### src/rtl/logic_clock_domain_crossing_read_arbiter.sv
// Packet-level round-robin arbiter that merges the read sides of several
// CDC FIFOs onto one AXI4-Stream sink, tagging each beat with its source
// channel on tx_tid.

// Per-channel slice: decodes the grant, gates this channel's ready and
// masks its payload so the top can OR-reduce the selected beat.
module logic_clock_domain_crossing_read_arbiter_lane #(
  parameter int IDX        = 0,
  parameter int DATA_WIDTH = 8,
  parameter int ID_WIDTH   = 2
) (
  input  logic [ID_WIDTH-1:0]   grant,
  input  logic                  open,
  input  logic                  valid,
  input  logic                  last,
  input  logic [DATA_WIDTH-1:0] data,
  output logic                  ready,
  output logic                  sel_valid,
  output logic                  sel_last,
  output logic [DATA_WIDTH-1:0] sel_data
);
  logic hit;

  assign hit       = (grant == ID_WIDTH'(IDX));
  assign ready     = hit & open;
  assign sel_valid = hit & valid;
  assign sel_last  = hit & last;
  assign sel_data  = hit ? data : '0;
endmodule

module logic_clock_domain_crossing_read_arbiter #(
  parameter int CHANNELS   = 4,
  parameter int DATA_WIDTH = 8,
  parameter int ID_WIDTH   = (CHANNELS > 1) ? $clog2(CHANNELS) : 1
) (
  input  logic                           aclk,
  input  logic                           areset_n,
  input  logic [CHANNELS-1:0]            rx_tvalid,
  input  logic [CHANNELS-1:0]            rx_tlast,
  input  logic [CHANNELS*DATA_WIDTH-1:0] rx_tdata,
  output logic [CHANNELS-1:0]            rx_tready,
  output logic                           tx_tvalid,
  output logic                           tx_tlast,
  output logic [DATA_WIDTH-1:0]          tx_tdata,
  output logic [ID_WIDTH-1:0]            tx_tid,
  input  logic                           tx_tready
);
  generate
    if (CHANNELS < 1)   begin : g_drc_ch $error("CHANNELS must be >= 1");   end
    if (DATA_WIDTH < 1) begin : g_drc_dw $error("DATA_WIDTH must be >= 1"); end
  endgenerate

  // Reset value of last_grant makes channel 0 the first winner.
  localparam logic [ID_WIDTH-1:0] LAST_CH = ID_WIDTH'(CHANNELS - 1);

  typedef enum logic {FSM_IDLE = 1'b0, FSM_LOCKED = 1'b1} fsm_state_t;

  fsm_state_t                          fsm_state, fsm_next;
  logic [ID_WIDTH-1:0]                 grant, grant_next, last_grant, last_grant_next;
  logic [ID_WIDTH-1:0]                 rr_pick, pick_hi, pick_lo;
  logic                                found_hi;
  logic                                load, open, transfer;
  logic [CHANNELS-1:0]                 lane_valid, lane_last;
  logic [CHANNELS-1:0][DATA_WIDTH-1:0] lane_data;
  logic                                sel_valid, sel_last;
  logic [DATA_WIDTH-1:0]               sel_data;

  // Output register accepts a new beat when empty or being drained.
  assign load     = !tx_tvalid || tx_tready;
  assign open     = (fsm_state == FSM_LOCKED) && load;
  assign transfer = open && sel_valid;

  generate
    for (genvar i = 0; i < CHANNELS; i++) begin : g_lane
      logic_clock_domain_crossing_read_arbiter_lane #(
        .IDX(i), .DATA_WIDTH(DATA_WIDTH), .ID_WIDTH(ID_WIDTH)
      ) u_lane (
        .grant     (grant),
        .open      (open),
        .valid     (rx_tvalid[i]),
        .last      (rx_tlast[i]),
        .data      (rx_tdata[i*DATA_WIDTH +: DATA_WIDTH]),
        .ready     (rx_tready[i]),
        .sel_valid (lane_valid[i]),
        .sel_last  (lane_last[i]),
        .sel_data  (lane_data[i])
      );
    end
  endgenerate

  // Only the granted lane is non-zero, so OR-reduction acts as the mux.
  always_comb begin
    sel_valid = 1'b0;
    sel_last  = 1'b0;
    sel_data  = '0;
    for (int i = 0; i < CHANNELS; i++) begin
      sel_valid |= lane_valid[i];
      sel_last  |= lane_last[i];
      sel_data  |= lane_data[i];
    end
  end

  // Round-robin: lowest requester above last_grant, else lowest overall.
  // Descending scan so the final write is the lowest matching index.
  always_comb begin
    pick_hi  = '0;
    pick_lo  = '0;
    found_hi = 1'b0;
    for (int i = CHANNELS - 1; i >= 0; i--) begin
      if (rx_tvalid[i]) begin
        if (ID_WIDTH'(i) > last_grant) begin
          pick_hi  = ID_WIDTH'(i);
          found_hi = 1'b1;
        end else begin
          pick_lo = ID_WIDTH'(i);
        end
      end
    end
    rr_pick = found_hi ? pick_hi : pick_lo;
  end

  // Next-state: arbitrate in IDLE, hold the grant until tlast is accepted.
  always_comb begin
    fsm_next        = fsm_state;
    grant_next      = grant;
    last_grant_next = last_grant;
    case (fsm_state)
      FSM_IDLE: begin
        if (|rx_tvalid) begin
          grant_next = rr_pick;
          fsm_next   = FSM_LOCKED;
        end
      end
      FSM_LOCKED: begin
        if (transfer && sel_last) begin
          last_grant_next = grant;
          fsm_next        = FSM_IDLE;
        end
      end
      default: fsm_next = FSM_IDLE;
    endcase
  end

  // Arbiter state registers.
  always_ff @(posedge aclk or negedge areset_n) begin
    if (!areset_n) begin
      fsm_state  <= FSM_IDLE;
      grant      <= '0;
      last_grant <= LAST_CH;
    end else begin
      fsm_state  <= fsm_next;
      grant      <= grant_next;
      last_grant <= last_grant_next;
    end
  end

  // Output stage control: holds everything while the sink stalls.
  always_ff @(posedge aclk or negedge areset_n) begin
    if (!areset_n) begin
      tx_tvalid <= 1'b0;
      tx_tlast  <= 1'b0;
      tx_tid    <= '0;
    end else if (load) begin
      tx_tvalid <= transfer;
      if (transfer) begin
        tx_tlast <= sel_last;
        tx_tid   <= grant;
      end
    end
  end

  // Output data path, left unreset since tx_tvalid qualifies it.
  always_ff @(posedge aclk) begin
    if (load && transfer) tx_tdata <= sel_data;
  end

`ifdef OVL_ASSERT_ON
  a_ready_onehot: assert property (@(posedge aclk) disable iff (!areset_n)
    $onehot0(rx_tready));
  a_tx_stable: assert property (@(posedge aclk) disable iff (!areset_n)
    (tx_tvalid && !tx_tready) |=> $stable({tx_tdata, tx_tlast, tx_tid}));
`endif
endmodule

### config.mk
export PLATFORM = sky130hd
export DESIGN_NAME = logic_clock_domain_crossing_read_arbiter
export DESIGN_NICKNAME = d
export VERILOG_FILES = /design/src/rtl/logic_clock_domain_crossing_read_arbiter.sv
export SDC_FILE = /design/constraint.sdc
export NUM_CORES = 1
export LEC_CHECK = 0
export CAP_MARGIN = 0
export CORE_ASPECT_RATIO = 1.25
export CORE_MARGIN = 10
export CORE_UTILIZATION = 39
export DETAILED_ROUTE_END_ITERATION = 10
export PLACE_DENSITY = 0.83
export SYNTH_ARGS = -nofsm -noshare
export SYNTH_HDL_FRONTEND = slang
export SYNTH_SLANG_ARGS = --single-unit
### constraint.sdc
create_clock -name aclk -period 3.1 [get_ports aclk]
set_input_delay 0.62 -clock aclk [delete_from_list [all_inputs] [get_ports aclk]]
set_output_delay 0.62 -clock aclk [all_outputs]
set_load 0.02 [all_outputs]
* Word level (Yosys, flattened, before mapping)
Cells that the tools add are included.
** Storage, ports and cells
- Bits in read-only memories :: 0
- Memories kept :: 0
- Bits in registers :: 17
- Output and inout port bits :: 16
- Latch bits :: 0
- Memory bits (writable) :: 0
** Cells by class
- Multiplexer cells :: 32
- Divide/modulo/power cells :: 0
- $lt $le $gt $ge :: 4
- Reductions and logical operators :: 11
- Shift-type cells :: 0
- Bitwise operators :: 22
- $add $sub $neg :: 0
- $mul :: 0
- Eq/ne operators :: 3
** Operators with widths (count)
- 2-bit two-way mux :: 17
- 8-bit two-way mux :: 4
- 8-bit OR :: 3
- 1-bit bitwise AND :: 12
- 1-bit two-way mux :: 10
- 1-bit OR :: 6
- 2-bit AND reduction :: 3
- 2-bit == test (second input constant) :: 2
- 1-bit by 2-bit greater-than comparator with 1-bit output (first input constant) :: 2
- 2-bit greater-than comparator (first input constant) :: 2
- 1-bit logical AND :: 4
- 4-bit OR reduction :: 1
- 2-bit by 1-bit == test with 1-bit output (second input constant) :: 1
- 2-bit logical NOT :: 1
- 1-bit case mux with 2 select lines :: 1
- 1-bit logical NOT :: 1
- 1-bit logical OR :: 1
- 1-bit inverter :: 1

* Depth between registers and ports, before layout
- Word-level depth :: 10
- Mapped depth :: 5

* By module
A second synthesis with hierarchy kept.
** Unflattened totals
- Cells, all modules :: 110
- Area total of the unflattened synthesis :: 1218.7 µm²
** Modules (own cells, without submodules)
- logic_clock_domain_crossing_read_arbiter :: area each 747.0 µm², times used 1, cells each 58
- logic_clock_domain_crossing_read_arbiter_lane at g_lane[1].u_lane ... :: area each 113.9 µm², times used 2, cells each 13
- logic_clock_domain_crossing_read_arbiter_lane at g_lane[0].u_lane :: area each 155.1 µm², times used 1, cells each 13
- logic_clock_domain_crossing_read_arbiter_lane at g_lane[3].u_lane :: area each 88.8 µm², times used 1, cells each 13

* Worst setup path before layout
OpenSTA, ideal clock, no wires.
- Path kind :: input to output
- Start point :: in tx_tready
- End point :: out rx_tready[0]
- Slack :: 1.293 ns
- Cell stages on the path :: 4
- Required time :: 2.480 ns
- Data arrival time :: 1.187 ns
- Cell sequence :: nand2b_1 > nand2_1 > nor3_1 > buf_4
** On the way
- Longest elaborated chain between the ends :: 3
** RTL lines
- from (decl) :: RTL line 46 : input logic tx_tready
- 1-bit logical OR :: RTL line 69 : assign load = !tx_tvalid || tx_tready;
- 1-bit logical AND :: RTL line 70 : assign open = (fsm_state == FSM_LOCKED) && load;
- 1-bit bitwise AND :: RTL line 25 : assign ready = hit & open;
- to (decl) :: RTL line 41 : output logic [CHANNELS-1:0] rx_tready,
No other way between the ends.

* Worst setup path after layout
- Start point :: in tx_tready
- End point :: out rx_tready[1]
The elaborated chain is that of the path after synthesis.

==> flow_summary.toml <==
[route]
avgViaCountPerCell = 5.32
drt_iter0_markers = 32
postRouteAntennaNets = 0
drt_drc = 0
routedWlPerCell_um = 18.9
finalWirelength_um = 3110
dr.pass1.iters = 4
vias = 878

[final_layout]
layout-drive-gt1-share_pct = 15.9
most-common-layout-cells = "clkdlybuf4s50_1 (58), mux4_2 (10), edfxtp_1 (8)"
n_fill_cell = 192
area.growth.synth_to_final_pct = 63.4
nNetsFinal = 176
layout.cells.most_common = "clkdlybuf4s50_1"
antennaDiodeCount = 0

[synthesis]
synthesis.area_um2 = 977
syn_nets = 118
synth_seq_area_share_pct = 47.9
synth.avg_cell_area_um2 = 13.0
post_synth_inst_count = 75
synth.area.top_cells = "edfxtp_1 (25%), mux4_2 (23%), dfrtp_1 (18%)"
synth_area_leader_cell = "edfxtp_1"
yosys_register_bits = 17
yosys.cell_types.count = 24
post-synth-top-area-fraction_pct = 24.6
count_of_synthesis_stage_warnings_from_yosys = 0

[die]
die_height_um = 76.0
cell_rows = 20
io_pins = 59
floorplan.die_area_mm2 = 0.00492
die-width_um = 64.8
initial_utilization_pct = 40.3
placeableCoreArea_mm2 = 0.00243

[power_and_ir_drop]
netSwitchingFraction_pct = 38.5
p_leak_uw = 0.000610
seq_power_share_pct = 33.3
netSwitchingPower_uw = 516
power.internal_uw = 826
max-vdd-ir-drop_mv = 0.635
combinationalPowerShare_pct = 58.0
total_power_uw = 1340
clockPowerShare_pct = 8.6
powerDensity_mw_per_mm2 = 841

[status]
status = "completed"

[grt]
use_met1_pct = 16.2
global_route.overflow_total = 0
grt_start_max_net_pins = 15
wire_length_of_the_first_global_routing_pass_um = 4810
grt.busiest_layer = "met2"
grt_pass1_vias = 886
gr-usage-met2_pct = 19.2
grt_antenna_before_repair = 0
global_route.usage.met3_pct = 3.97
grt.total_usage_pct = 12.5

[worst_setup_path]
critical_path_arrival_ns = 2.22
worstSetupEndpointType = "output pin"
worstPathRequired_ns = 2.48
r2r_slack_ns = 1.25
critPathLaunchType = "input port"
path_class = "input port to output pin"
crit_path_max_fanout = 5

[cts]
cts-hold-fix-buffers = 0
cts_root_buf = "clkbuf_4"
cts-htree-levels = 1
cts_post_setup_buffers_inserted = 0
clock_sink_count = 17
cts_resized = 0
cts_max_path_buffers = 2
cts-buffers-inserted = 3
tritoncts = "done"
clk_latency_ns = 0.29
clock_edge_transition_at_the_registers_on_the_reported_setup_and_hold_paths_ns = 0.10

[placed_design]
place.detailed.hpwl_um = 2650
globalplace.congestion = 0.804
placement.io_buffers = 58

[timing]
worst_pin_slew_ns = 0.392
grt_setup_unrepaired = "no"
max_freq_mhz = 353
final.period_utilization_pct = 91.5
setup-tns-final_ns = 0
setup_viol = 0
timing.final.hold_violations = 0
rel_slew_slack_pct = 73.8
final_max_slew_viol_count = 0
clock-skew-final_ns = 0.0110
finalWorstPathRequiredPeriod_ns = 2.84

[min_path]
holdCritPathClass = "flop to flop"

[job]
cap_violations = 0
[layer usage]
layer / vias up / part of all wire [%]
met5: - / 0
met4: 0 / 1.5
met3: 4 / 8.4
met2: 62 / 44
met1: 416 / 46
li1: 396 / -
[area by class of cell]
cell class / instances / area [um2] / area share (%)
Clock buffer: 3 / 22.5 / 1.41
Timing Repair Buffer: 60 / 596 / 37.3
Clock inverter: 1 / 5.00 / 0.313
Sequential cell: 17 / 468 / 29.3
Tap cell: 33 / 41.3 / 2.59
Inverter: 3 / 11.3 / 0.705
Multi-Input combinational cell: 48 / 453 / 28.4
[power by group through the flow]
stage	clock network (uW)	registers (uW)	logic, uW
floorplan	0	535	407
finish	116	447	779
global placement	0	446	776
global route	129	461	833
detailed placement	0	452	787
CTS	121	447	792
[metrics by stage]
| stage | area [um2] | hold WS, ns | setup WS (ns) | utilization (%) | std cells |
|---|---|---|---|---|---|
| 4_1_cts | 1600 | 0.495 | 0.260 | 65.8 | 165 |
| 6_report | 1600 | 0.492 | 0.264 | 65.8 | 165 |
| 3_3_place_gp | 1570 | 0.465 | 0.331 | 64.6 | 161 |
| 3_5_place_dp | 1570 | 0.469 | 0.266 | 64.6 | 161 |
| 5_1_grt | 1600 | 0.530 | 0.156 | 65.8 | 165 |
| 2_1_floorplan | 977 | 0.324 | 1.29 | - | 75 |
[logic make-up after synthesis]
logic type	synth area share [%]
AOI/OAI and AO/OA	7.30
buffers and inverters	5.76
DFF	47.9
muxes	25.6
and+or+nand+nor	13.4
[worst max-delay path, cell delays in order]
cell and delay (ns):
clkdlybuf4s50_1 0.46, nand2b_1 0.23, nand2_1 0.11, nor3_1 0.17, clkdlybuf4s50_1 0.64
[flip-flops by register name (all words and copies together), names as in the netlist]
| signal | count |
|---|---|
| tx_tdata | 8 |
| grant | 2 |
| last_grant | 2 |
| tx_tlast | 1 |
| tx_tvalid | 1 |
| tx_tid | 2 |
| fsm_state | 1 |
[Yosys cell counts, drive strengths merged]
cell    number
edfxtp       8
a21o         1
nor2b        3
a31oi        1
o21ai        4
nand3        4
nand4        1
o41ai        1
buf          7
inv          3
o211ai       1
dfstp        2
dfrtp        7
a21oi        1
a31o         1
nor3         2
o31ai        1
mux2         1
nand2b       2
nor2         6
nand2        7
mux2i        1
mux4        10
[path summary, 6_finish.rpt]
check,from,to,depth (start not counted)
max in group asynchronous,areset_n,last_grant[1],1
max reg2reg,grant[1],tx_tdata[0],4
max,tx_tready,rx_tready[1],5
min in group asynchronous,areset_n,tx_tid[1],1
min reg2reg,tx_tlast,tx_tlast,2
min,tx_tlast,tx_tlast,2
Note: power is estimated with default switching activity, not from simulation.
